==> src/rtl/hpu_pkg.sv <==
// Shared HPU types: checkpoints, recovery requests and decoded ALU instructions.
package hpu_pkg;

  localparam int CKPT_W         = 4;
  localparam int ALU_IQ_INDEX   = 3;
  localparam int ALU_DISP_DEPTH = 4;

  typedef logic [CKPT_W-1:0] ckpt_t;

  typedef struct packed {
    logic  en;
    ckpt_t ckpt;
  } update_ckpt_t;

  typedef struct packed {
    ckpt_t       ckpt;
    logic [3:0]  opcode;
    logic [4:0]  rd;
    logic [15:0] opnd;
  } alu_inst_t;

  // An instruction is wrong-path if its checkpoint lies in the circular window
  // starting at the recovered checkpoint and ending at the current prefetch one.
  function automatic logic chk_ckpt(ckpt_t ent, ckpt_t rcov, ckpt_t cur);
    ckpt_t d_ent;
    ckpt_t d_cur;
    d_ent = ent - rcov;
    d_cur = cur - rcov;
    return d_ent <= d_cur;
  endfunction

endpackage

==> src/rtl/hpu_alu_dispatch_sel.sv <==
// Picks the target ALU for a valid head: most free IQ space wins, tie pointer breaks ties.
module hpu_alu_dispatch_sel
  import hpu_pkg::*;
(
  input  logic                  head_vld,
  input  logic [ALU_IQ_INDEX:0] left0,
  input  logic [ALU_IQ_INDEX:0] left1,
  input  logic                  rdy0,
  input  logic                  rdy1,
  input  logic                  tie_ptr,
  output logic                  grant0,
  output logic                  grant1,
  output logic                  tie_used
);

  logic tie;
  logic pref1;

  always_comb begin
    grant0 = 1'b0;
    grant1 = 1'b0;
    tie    = (left0 == left1);
    pref1  = tie ? tie_ptr : (left1 > left0);
    if (head_vld) begin
      if (pref1) begin
        if (rdy1)      grant1 = 1'b1;
        else if (rdy0) grant0 = 1'b1;
      end else begin
        if (rdy0)      grant0 = 1'b1;
        else if (rdy1) grant1 = 1'b1;
      end
    end
    tie_used = tie && (grant0 || grant1);
  end

endmodule

==> src/rtl/hpu_alu_dispatch.sv <==
// In-order skid FIFO between decode and the two ALU pipes, with flush and
// checkpoint-recovery squashing of buffered instructions.
module hpu_alu_dispatch
  import hpu_pkg::*;
#(
  parameter int DEPTH    = ALU_DISP_DEPTH,
  parameter bit TIE_INIT = 1'b0
) (
  input  logic                     clk_i,
  input  logic                     rst_i,
  input  logic                     ctrl__inst_flush_en_i,
  input  update_ckpt_t             id__ckpt_rcov_i,
  input  ckpt_t                    id__prefet_ckpt_i,
  input  alu_inst_t                id_disp__inst_i,
  input  logic                     id_disp__inst_vld_i,
  output logic                     disp_id__inst_rdy_o,
  input  logic [ALU_IQ_INDEX:0]    alu0_disp__left_size_i,
  input  logic                     alu0_disp__inst_rdy_i,
  output alu_inst_t                disp_alu0__inst_o,
  output logic                     disp_alu0__inst_vld_o,
  input  logic [ALU_IQ_INDEX:0]    alu1_disp__left_size_i,
  input  logic                     alu1_disp__inst_rdy_i,
  output alu_inst_t                disp_alu1__inst_o,
  output logic                     disp_alu1__inst_vld_o,
  output logic [$clog2(DEPTH):0]   disp_id__buf_cnt_o
);

  localparam int PW = $clog2(DEPTH);

  alu_inst_t        mem_reg [DEPTH];
  logic [DEPTH-1:0] vld_reg, vld_next;
  logic [PW-1:0]    wr_ptr_reg, rd_ptr_reg;
  logic [PW:0]      cnt_reg;
  logic             tie_reg;

  logic             flush, head_alloc, head_kill, head_live;
  logic             grant0, grant1, tie_used;
  logic             push, push_live, pop;
  logic [DEPTH-1:0] kill_vec;
  alu_inst_t        head_inst;

  assign flush = ctrl__inst_flush_en_i;

  for (genvar gi = 0; gi < DEPTH; gi++) begin : g_kill
    assign kill_vec[gi] = id__ckpt_rcov_i.en &&
                          chk_ckpt(mem_reg[gi].ckpt, id__ckpt_rcov_i.ckpt, id__prefet_ckpt_i);
  end

  assign head_alloc = (cnt_reg != '0);
  assign head_inst  = mem_reg[rd_ptr_reg];
  assign head_kill  = kill_vec[rd_ptr_reg];
  assign head_live  = head_alloc && vld_reg[rd_ptr_reg] && !head_kill && !flush;

  hpu_alu_dispatch_sel u_sel (
    .head_vld (head_live),
    .left0    (alu0_disp__left_size_i),
    .left1    (alu1_disp__left_size_i),
    .rdy0     (alu0_disp__inst_rdy_i),
    .rdy1     (alu1_disp__inst_rdy_i),
    .tie_ptr  (tie_reg),
    .grant0   (grant0),
    .grant1   (grant1),
    .tie_used (tie_used)
  );

  assign disp_id__inst_rdy_o   = (cnt_reg != (PW+1)'(DEPTH)) && !flush;
  assign push                  = id_disp__inst_vld_i && disp_id__inst_rdy_o;
  assign push_live             = !(id__ckpt_rcov_i.en &&
                                   chk_ckpt(id_disp__inst_i.ckpt, id__ckpt_rcov_i.ckpt, id__prefet_ckpt_i));
  // A squashed head (bubble) retires without issuing; a live head needs a grant.
  assign pop                   = !flush && head_alloc && (!vld_reg[rd_ptr_reg] || grant0 || grant1);

  assign disp_alu0__inst_o     = head_inst;
  assign disp_alu1__inst_o     = head_inst;
  assign disp_alu0__inst_vld_o = grant0;
  assign disp_alu1__inst_vld_o = grant1;

  always_comb begin
    vld_next = vld_reg & ~kill_vec;
    if (pop)  vld_next[rd_ptr_reg] = 1'b0;
    if (push) vld_next[wr_ptr_reg] = push_live;
  end

  always_comb begin
    disp_id__buf_cnt_o = '0;
    for (int i = 0; i < DEPTH; i++) begin
      disp_id__buf_cnt_o = disp_id__buf_cnt_o + (PW+1)'(vld_reg[i]);
    end
  end

  always_ff @(posedge clk_i or negedge rst_i) begin
    if (!rst_i) begin
      wr_ptr_reg <= '0;
      rd_ptr_reg <= '0;
      cnt_reg    <= '0;
      vld_reg    <= '0;
      tie_reg    <= TIE_INIT;
      for (int i = 0; i < DEPTH; i++) mem_reg[i] <= '0;
    end else if (flush) begin
      wr_ptr_reg <= '0;
      rd_ptr_reg <= '0;
      cnt_reg    <= '0;
      vld_reg    <= '0;
    end else begin
      if (push) begin
        mem_reg[wr_ptr_reg] <= id_disp__inst_i;
        wr_ptr_reg          <= wr_ptr_reg + 1'b1;
      end
      if (pop)      rd_ptr_reg <= rd_ptr_reg + 1'b1;
      if (tie_used) tie_reg    <= ~tie_reg;
      cnt_reg <= cnt_reg + (PW+1)'(push) - (PW+1)'(pop);
      vld_reg <= vld_next;
    end
  end

endmodule
==> config.mk <==
export PLATFORM = sky130hd
export DESIGN_NAME = hpu_alu_dispatch
export DESIGN_NICKNAME = d
export VERILOG_FILES = /design/src/rtl/hpu_pkg.sv /design/src/rtl/hpu_alu_dispatch_sel.sv /design/src/rtl/hpu_alu_dispatch.sv
export SDC_FILE = /design/constraint.sdc
export NUM_CORES = 1
export LEC_CHECK = 0
export CAP_MARGIN = 20
export CORE_UTILIZATION = 55
export DETAILED_ROUTE_END_ITERATION = 7
export GPL_ROUTABILITY_DRIVEN = 1
export PLACE_DENSITY = 0.88
export SLEW_MARGIN = 25
export SYNTH_ARGS = -nofsm -noshare
export SYNTH_HDL_FRONTEND = slang
export SYNTH_SLANG_ARGS = --single-unit
export TNS_END_PERCENT = 50
==> constraint.sdc <==
create_clock -name clk_i -period 4.5 [get_ports clk_i]
set_input_delay 0.9 -clock clk_i [delete_from_list [all_inputs] [get_ports clk_i]]
set_output_delay 0.9 -clock clk_i [all_outputs]
set_load 0.02 [all_outputs]
# ---- Word level (Yosys, flattened, before mapping)
# Cells that the tools add are included.
dict set report classes {
  addsub 13
  magnitude_cmp 13
  n_eq_ne 2
  mux 32
  n_bitwise 8
  n_reduce_logical 28
}
# operator count
set op_table {}
lappend op_table {{$bwmux 116} 1}
lappend op_table {{$mux 29} 3}
lappend op_table {{$bmux 29 s2} 1}
lappend op_table {{$demux 29 s2} 1}
lappend op_table {{$sub 4x4->4} 6}
lappend op_table {{$le 4x4->1} 5}
lappend op_table {{$logic_and 1x1->1} 16}
lappend op_table {{$mux 1} 13}
lappend op_table {{$mux 4} 3}
lappend op_table {{$and 4x4->4} 2}
lappend op_table {{$mux 2} 4}
lappend op_table {{$not 4->4} 2}
lappend op_table {{$add 3x1->3} 2}
lappend op_table {{$ge 3x3->1 const B} 2}
lappend op_table {{$lt 2x3->1 const B} 2}
lappend op_table {{$not 2->3} 2}
lappend op_table {{$add 2x1->2 const B} 2}
lappend op_table {{$bmux 1 s2} 2}
lappend op_table {{$bwmux 4} 1}
lappend op_table {{$demux 1 s2} 2}
lappend op_table {{$eq 4x4->1} 1}
lappend op_table {{$ge 2x1->1 const B} 2}
lappend op_table {{$gt 4x4->1} 1}
lappend op_table {{$logic_not 1->1} 4}
lappend op_table {{11 further kinds} 16}
dict set report totals {
  regBits 128
  in_bits 52
  output_inout_bits 64
  elab_cells 117
}

# ---- Depth between registers and ports, before layout
# Gate-level depths: netlist (run 1).
dict set report depth {
  ltp_word 16
  depth_mapped 21
  ltp_nobuf 21
}

# ---- By module
# A second synthesis (run 1) with hierarchy kept.
dict set report hier_totals {
  cells_unflattened 548
  hier_area_um2 7264.5
}
# module instances cells_per_inst area_each_um2
set by_module_without_submodules {}
lappend by_module_without_submodules {hpu_alu_dispatch 1 528 7116.8}
lappend by_module_without_submodules {hpu_alu_dispatch_sel 1 20 147.6}

# ---- Worst setup path before layout (run 1)
# OpenSTA, ideal clock, no wires.
dict set report synth_path {
  kind {in2reg}
  from {in id__ckpt_rcov_i[1] in the netlist's numbering}
  to {reg cnt_reg[2]}
  setup_ns 0.131
  arrival_ns 4.514
  t_required_ns 4.369
  slack_ns -0.145
  stages 18
  path_buffers 0
  cell_sequence {inv_1 fa_1 ha_1 nor2b_1 a2bb2oi_1 maj3_1 a221oi_2 a22oi_2 a31oi_2 inv_1 ha_1 inv_1 ha_1 inv_1 fa_1 xnor2_1 xnor2_1 nor2_1}
}
dict set report synth_via {
  elab_chain_len 14
}
# item line
set synth_rtl {}
lappend synth_rtl {{start, declared} hpu_alu_dispatch.sv:12} ;# input update_ckpt_t id__ckpt_rcov_i,
lappend synth_rtl {{$sub 4x4->4, on equally long branches} {hpu_pkg.sv:27, hpu_pkg.sv:28}}
lappend synth_rtl {{$le 4x4->1} hpu_pkg.sv:29} ;# return d_ent <= d_cur;
lappend synth_rtl {{$logic_and 1x1->1} hpu_alu_dispatch.sv:45} ;# assign kill_vec[gi] = id__ckpt_rcov_i.en &&
lappend synth_rtl {{$bmux 1 s2 *} hpu_alu_dispatch.sv:51} ;# assign head_kill = kill_vec[rd_ptr_reg];
lappend synth_rtl {{$mux 1 (implied by the code) *} hpu_alu_dispatch.sv:51}
lappend synth_rtl {{$logic_not 1->1 *} hpu_alu_dispatch.sv:52} ;# assign head_live = head_alloc && vld_reg[rd_ptr_reg] && !head_kill && !flush;
lappend synth_rtl {{$logic_and 1x1->1 * (2 in series)} hpu_alu_dispatch.sv:52}
lappend synth_rtl {{$mux 1} hpu_alu_dispatch_sel.sv:24} ;# if (head_vld) begin
lappend synth_rtl {{$logic_or 1x1->1} hpu_alu_dispatch.sv:71} ;# assign pop = !flush && head_alloc && (!vld_reg[rd_ptr_reg] || grant0 || grant1);
lappend synth_rtl {{$logic_or 1x1->1 *} hpu_alu_dispatch.sv:71}
lappend synth_rtl {{$logic_and 1x1->1 *} hpu_alu_dispatch.sv:71}
lappend synth_rtl {{$sub 3x1->3 *} hpu_alu_dispatch.sv:111} ;# cnt_reg <= cnt_reg + (PW+1)'(push) - (PW+1)'(pop);
lappend synth_rtl {{$mux 3 *} hpu_alu_dispatch.sv:99} ;# end else if (flush) begin
lappend synth_rtl {{end signal, assigned} hpu_alu_dispatch.sv:111}
lappend synth_rtl {{end, declared} hpu_alu_dispatch.sv:33} ;# logic [PW:0] cnt_reg;
# Mark *: on every way between the ends. The rest lies on a longest branch, timed or not. The select of a mux whose other input is x is not followed.
# A chain may end at the register's enable or synchronous reset.

# ---- Worst setup path in the final report (run 1)
dict set report layout_path {
  from {in id__ckpt_rcov_i[1] in the netlist's numbering}
  to {out disp_alu0__inst_vld_o}
}
dict set report layout_via {
  elab_chain_len 9
}
# item line
set layout_rtl {}
lappend layout_rtl {{$sub 4x4->4, on equally long branches} {hpu_pkg.sv:27, hpu_pkg.sv:28}}
lappend layout_rtl {{$le 4x4->1} hpu_pkg.sv:29}
lappend layout_rtl {{$logic_and 1x1->1} hpu_alu_dispatch.sv:45}
lappend layout_rtl {{$bmux 1 s2 *} hpu_alu_dispatch.sv:51}
lappend layout_rtl {{$mux 1 (implied by the code) *} hpu_alu_dispatch.sv:51}
lappend layout_rtl {{$logic_not 1->1 *} hpu_alu_dispatch.sv:52}
lappend layout_rtl {{$logic_and 1x1->1 * (2 in series)} hpu_alu_dispatch.sv:52}
lappend layout_rtl {{$mux 1 *} hpu_alu_dispatch_sel.sv:24}
lappend layout_rtl {{end, declared} hpu_alu_dispatch.sv:20} ;# output logic disp_alu0__inst_vld_o,
# Marks and branches as above.

==> results.json, run 1 <==
{
  "cp_max_fo": 5,
  "ys_seq_area_share_pct": 43.62,
  "synth_edf_count": 0,
  "powerDensity_mw_per_mm2": 772.8,
  "grt_pass1_wl_mm": 27.65,
  "h-tree-depth": 4,
  "synthesis.nets": 662,
  "tritoncts": "built",
  "post_layout_nonfiller_instances": 862,
  "setup_violations": 0,
  "firstDrtPassIters": 4,
  "wire_per_inst_um": 19.72,
  "cts_root_buf": "clkbuf_16",
  "grt_usage_pct": 25.87,
  "max_slew_margin_pct": 36.39,
  "syn_area_per_cell_um2": 13.28,
  "grt_overflow": 0,
  "finish.net_count": 787,
  "finalMaxSlewViolations": 0,
  "dp_hpwl_mm": 11.58,
  "cts_sinks": 128,
  "required_ps": 3600,
  "hold_buffers": 0,
  "p_clk_share_pct": 18.1,
  "crit_type": "in -> out",
  "drtAntennaViolNets": 0,
  "worstSetupStartpointType": "input port",
  "synth_seq_cells": 128,
  "wl_mm": 17.00,
  "num_vias": 4961,
  "cts_max_path_buffers": 2,
  "pre_cts_ws_ps": -1058,
  "largest_reg_flops": 116,
  "cap_violations": 0,
  "tns_ps": 0,
  "dieArea_mm2": 0.01382,
  "status": "complete, no violations",
  "final_layout_size_suffix_gt1_share_pct": 38.70,
  "p_leak_nw": 4.189,
  "arrival_ps": 3490,
  "pwr-share-seq_pct": 27.4,
  "power_mw": 7.422,
  "sw_frac_of_total_pct": 37.02,
  "switchingPower_mw": 2.748,
  "drcViolationCount": 0,
  "rows": 41,
  "worst_slack_ps": 109.3,
  "synth_ff_type": "dfrtp_1",
  "syn_area_mm2": 0.007343,
  "grt_max_degree": 74,
  "hold_viol_final": 0,
  "max_freq_ghz": 0.2278,
  "synth-async-reset-ratio_pct": 100.0,
  "path_clk_slew_ps": 60,
  "dp_cells": 825,
  "pwr-share-comb_pct": 54.6,
  "grt_antenna_before_repair": 0,
  "fin_util_pct": 74.89,
  "worstMarginPinSlew_ps": 954.2,
  "p_int_mw": 4.674,
  "worst_setup_path_end_kind": "primary output",
  "die_h_um": 117.6,
  "period_share_pct": 97.57,
  "io_buffers": 115,
  "diodes": 0,
  "clock_latency_ps": 420,
  "vdd_ir_drop_max_v": 0.0005401,
  "synthToLayoutAreaGrowth_pct": 30.79,
  "hold_path_class": "reg -> reg",
  "die_x_um": 117.6,
  "io_pins": 116,
  "synthDistinctLibCells": 52,
  "min_period_ps": 4391,
  "place_congestion": 0.8842,
  "drtIter0Drc": 221,
  "finClkSkew_ps": 11.59,
  "start_util_pct": 57.26,
  "core_area_mm2": 0.01282,
  "ys_warn_count": 0,
  "grt_pass1_vias": 5362,
  "viasPerCell": 5.755,
  "rsz0062_at_grt": "yes",
  "numCtsBuffers": 17,
  "netlist_instances": 553
}
[worst paths after layout]
path	from	endpoint	slack, ps	depth (start not counted)
worst min register to register	tie_reg	tie_reg	470	1
worst max-delay path	id__ckpt_rcov_i[1]	disp_alu0__inst_vld_o	110	12
max in group asynchronous	rst_i	mem_reg[50]	2880	2
worst min-delay path	tie_reg	tie_reg	470	1
worst max register to register	mem_reg[25]	cnt_reg[2]	310	21
min in group asynchronous	rst_i	mem_reg[25]	620	1
[final cells by class]
| class | count | area [µm²] |
|---|---|---|
| Clock inverter | 12 | 136.4 |
| Multi-Input combinational cell | 334 | 3944 |
| Tap cell | 172 | 215.2 |
| Sequential cell | 128 | 3206 |
| Fill cell | 807 | 3221 |
| Clock buffer | 19 | 442.9 |
| Timing Repair Buffer | 158 | 1495 |
| Inverter | 39 | 165.2 |
[stage by stage]
stage                     hold WS [ps]  cell area, µm²
after CTS                        476.8            9375
after floorplan                  446.3            7420
after global routing             494.5            9604
after global placement           462.1            8761
after detailed placement         465.5            8761
final                            474.9            9604
[power by group through the flow]
stage / clock [mW] / sequential [mW] / combinational, mW
detailed placement: 0 / 2.03 / 3.79
global placement: 0 / 1.97 / 3.70
global route: 1.42 / 2.10 / 4.32
floorplan: 0 / 1.87 / 2.70
CTS: 1.37 / 2.02 / 3.85
finish: 1.34 / 2.03 / 4.05
[per-layer routing]
layer	global-route usage, %	share of wire (%)	vias up
met1	32.51	43	2563
met5	0	0	-
met2	43.45	50	143
met3	6.783	5.2	23
li1	-	-	2232
met4	8.814	1.8	0
[cells in the mapped netlist, drive strengths merged (11+ instances only)]
cell | number | area [µm²]
mux2 | 111 | 1250
a21oi | 14 | 70.07
nand2 | 13 | 48.80
inv | 39 | 146.4
nor2 | 11 | 43.80
mux4 | 30 | 675.7
dfrtp | 128 | 3203
buf | 39 | 267.8
xnor2 | 20 | 182.7
o21ai | 12 | 60.05
ha | 49 | 613.1
clkbuf | 13 | 48.80
[cell usage in the layout, fill, tap and decap left out, types with 2 or more instances in the layout]
master           count
nor3_1               2
dfrtp_2              2
inv_2                6
mux2i_1              2
a21oi_1             10
a21o_1               6
and2_1               2
maj3_2               2
fa_2                 2
xnor2_2              3
inv_1               30
bufinv_16            2
xor2_1               5
nand2_1             13
a311o_1              4
nand4_1              5
nor2_1              10
o211ai_1             5
mux4_2              30
fa_1                 6
inv_6                2
dfrtp_1            126
xnor2_1             16
buf_8                2
o31ai_1              2
ha_1                40
buf_4               42
o21ai_0             11
buf_6                3
nor2b_1              4
ha_4                 9
mux2_2             110
clkbuf_16           17
clkdlybuf4s50_1    108
a2111o_1             2
clkinvlp_4           7
nand2b_1             2
a21oi_2              3
a221oi_4             2
[logic make-up (layout without fill, tap and decap cells)]
| group | count (synthesis) | in the layout | synth area share, % |
|---|---|---|---|
| mux | 143 | 143 | 26.50 |
| flops | 128 | 128 | 43.62 |
| fa+ha+maj | 60 | 60 | 10.96 |
| compound gates | 57 | 57 | 5.827 |
| buf+inv | 91 | 228 | 6.304 |
| simple gates | 48 | 48 | 3.493 |
| xor+xnor | 26 | 26 | 3.306 |
[repair_timing]
| action | CTS | global route |
|---|---|---|
| resized for setup | 29 | 40 |
| setup endpoints to repair | 5 | 4 |
| setup buffers | 3 | 3 |
| pin swaps | 7 | 31 |
[critical path, stage by stage]
cell and delay [ps]:
buf_4 100, clkinvlp_4 130, buf_6 150, fa_1 590, ha_4 220, nor2b_4 120
a2bb2oi_2 130, maj3_2 330, a221oi_4 310, a22oi_2 140, and4b_1 200, buf_2 160
No activity file was read; power rests on OpenSTA's default activity.
==> run 2: changes to the inputs <==
Settings changed: CORE_MARGIN set to 1.5, CORE_UTILIZATION 55 to 60, DONT_BUFFER_PORTS set to 1, PLACE_DENSITY 0.88 to 0.82.
==> run 2 against run 1 <==
Against the previous run:
- total power is 17% lower
- combinational power is 30% lower
- sequential share of layout area is 6.7 points higher
==> results.json, run 2 (same netlist as run 1, synthesis figures left out) <==
{
  "status": "complete, no violations",
  "drcViolationCount": 0,
  "hold_viol_final": 0,
  "die_x_um": 113.6,
  "required_ps": 3600,
  "min_period_ps": 4404,
  "wire_per_inst_um": 21.71,
  "place_congestion": 0.8643,
  "hold_buffers": 0,
  "finish.net_count": 645,
  "io_pins": 116,
  "numCtsBuffers": 17,
  "multi_input_area_mm2": 0.003752,
  "r2r_slack_ps": 340,
  "ctsResizeCount": 0,
  "drtAntennaViolNets": 0,
  "post_cts_buffers": 0,
  "grt_overflow": 0,
  "reg2reg_to": "cnt_reg[2]",
  "rr_worst_depth": 20,
  "worstMarginPinSlew_ps": 907.8,
  "final.fill_count": 855,
  "m1WireLength_mm": 5.972,
  "top_layer_used": "met4",
  "num_vias": 4316,
  "max_slew_margin_pct": 39.48,
  "wl_mm": 15.11,
  "firstDrtPassIters": 4,
  "dieArea_mm2": 0.01291,
  "wl_met3_mm": 1.062,
  "h-tree-depth": 4,
  "arrival_ps": 3500,
  "finalMaxSlewViolations": 0,
  "drtIter0Drc": 223,
  "cap_violations": 0,
  "max_freq_ghz": 0.2271,
  "p_leak_nw": 3.571,
  "slowest_delay_ps": 350,
  "viasPerCell": 6.201,
  "diodes": 0,
  "grt_antenna_before_repair": 0,
  "worstSetupStartpointType": "input port",
  "powerDensity_mw_per_mm2": 768.9,
  "critPathSlowestCell": "ha_1",
  "met2WireLength_mm": 7.747,
  "io_buffers": 0,
  "cp_max_fo": 7,
  "period_share_pct": 97.87,
  "critPathBufInv": 3,
  "cts_max_path_buffers": 2,
  "die_h_um": 113.6,
  "rsz0062_at_grt": "no",
  "vdd_ir_drop_max_v": 0.0004471,
  "r2r-start": "mem_reg[54]",
  "cp-startpoint": "id__ckpt_rcov_i[1]",
  "crit_family": "compound AO/OA/AOI/OAI gates",
  "dp_hpwl_mm": 10.38,
  "path_cells": "clkinvlp_4, ha_1, a21o_1, a21oi_1, xnor2_2, ha_1, o31ai_1, a21oi_1, o21ai_1, o2111ai_2, buf_4, nor4bb_2, buf_4",
  "grt_pass1_vias": 4716,
  "synthToLayoutAreaGrowth_pct": 8.843,
  "finClkSkew_ps": 6.027,
  "clock_latency_ps": 420,
  "final_layout_size_suffix_gt1_share_pct": 38.80,
  "tritoncts": "built",
  "path_clk_slew_ps": 50,
  "core_area_mm2": 0.01196,
  "cts_root_buf": "clkbuf_16",
  "worst_setup_path_end_kind": "primary output",
  "power_mw": 6.146,
  "grt_pass1_wl_mm": 24.48,
  "mostFrequentLayoutCells": "127 x dfrtp_1, 110 x mux2_2, 45 x ha_1",
  "rows": 40,
  "cts_sinks": 128,
  "crit_type": "in -> out",
  "layout_commonest_cell": "dfrtp_1",
  "largest_reg_flops": 116,
  "grt_max_degree": 129,
  "hold_path_class": "in -> async",
  "setup_violations": 0,
  "seq_area_mm2": 0.003204,
  "grt_usage_pct": 25.21,
  "fin_area_mm2": 0.007993,
  "dpl_cell_area_mm2": 0.007410,
  "start_util_pct": 61.39
}
==> run 2: where the power goes <==
part	internal, mW	switching, mW
logic	1.25	1.59
clock network	0.816	0.492
registers	1.66	0.339
==> run 2: metal layers <==
layer | track usage [%] | up-vias
li1 | - | 1930
met3 | 9.033 | 24
met4 | 10.58 | 0
met5 | 0 | -
met2 | 42.37 | 130
met1 | 29.44 | 2232
==> run 2: layout make-up <==
cell class / count / area share (%)
clock inverters: 9 / 1.018
repair buffers: 16 / 1.503
inverters: 39 / 2.035
multi-input cells: 334 / 46.95
well taps: 147 / 2.301
clock buffers: 23 / 6.105
flip-flops and latches: 128 / 40.09
==> run 2: worst register-to-register path: stages, from the launching register on <==
cell	delay (ps)
dfrtp_1	370
inv_1	90
ha_1	150
inv_1	60
fa_1	540
ha_4	220
nor2b_1	130
a2bb2oi_1	140
maj3_2	310
a221oi_2	300
a22oi_2	140
a31oi_2	230
inv_1	80
ha_1	270
inv_1	60
ha_2	160
inv_2	40
fa_2	370
xnor2_2	150
xnor2_1	180
nor2_1	60
==> run 2: how the worst max path moves through the flow <==
stage / depth (start not counted) / endpoint
2_1_floorplan: 19 / cnt_reg[2]
6_report: 13 / disp_alu1__inst_vld_o
3_5_place_dp: 19 / cnt_reg[2]
4_1_cts: 12 / disp_alu1__inst_vld_o
3_3_place_gp: 19 / cnt_reg[2]
5_1_grt: 12 / disp_alu1__inst_vld_o
==> run 2: stage by stage <==
step           cells  setup WS (ps)  setup TNS, ps  utilization (%)  hold WS, ps
2_1_floorplan    553         -78.79         -78.79                -        446.3
3_3_place_gp     664         -76.86         -76.86            61.95        463.5
3_5_place_dp     664         -197.0         -197.0            61.95        463.3
4_1_cts          696          122.4              0            66.71        160.8
5_1_grt          696          10.77              0            66.82        166.7
6_report         696          95.85              0            66.82        185.6
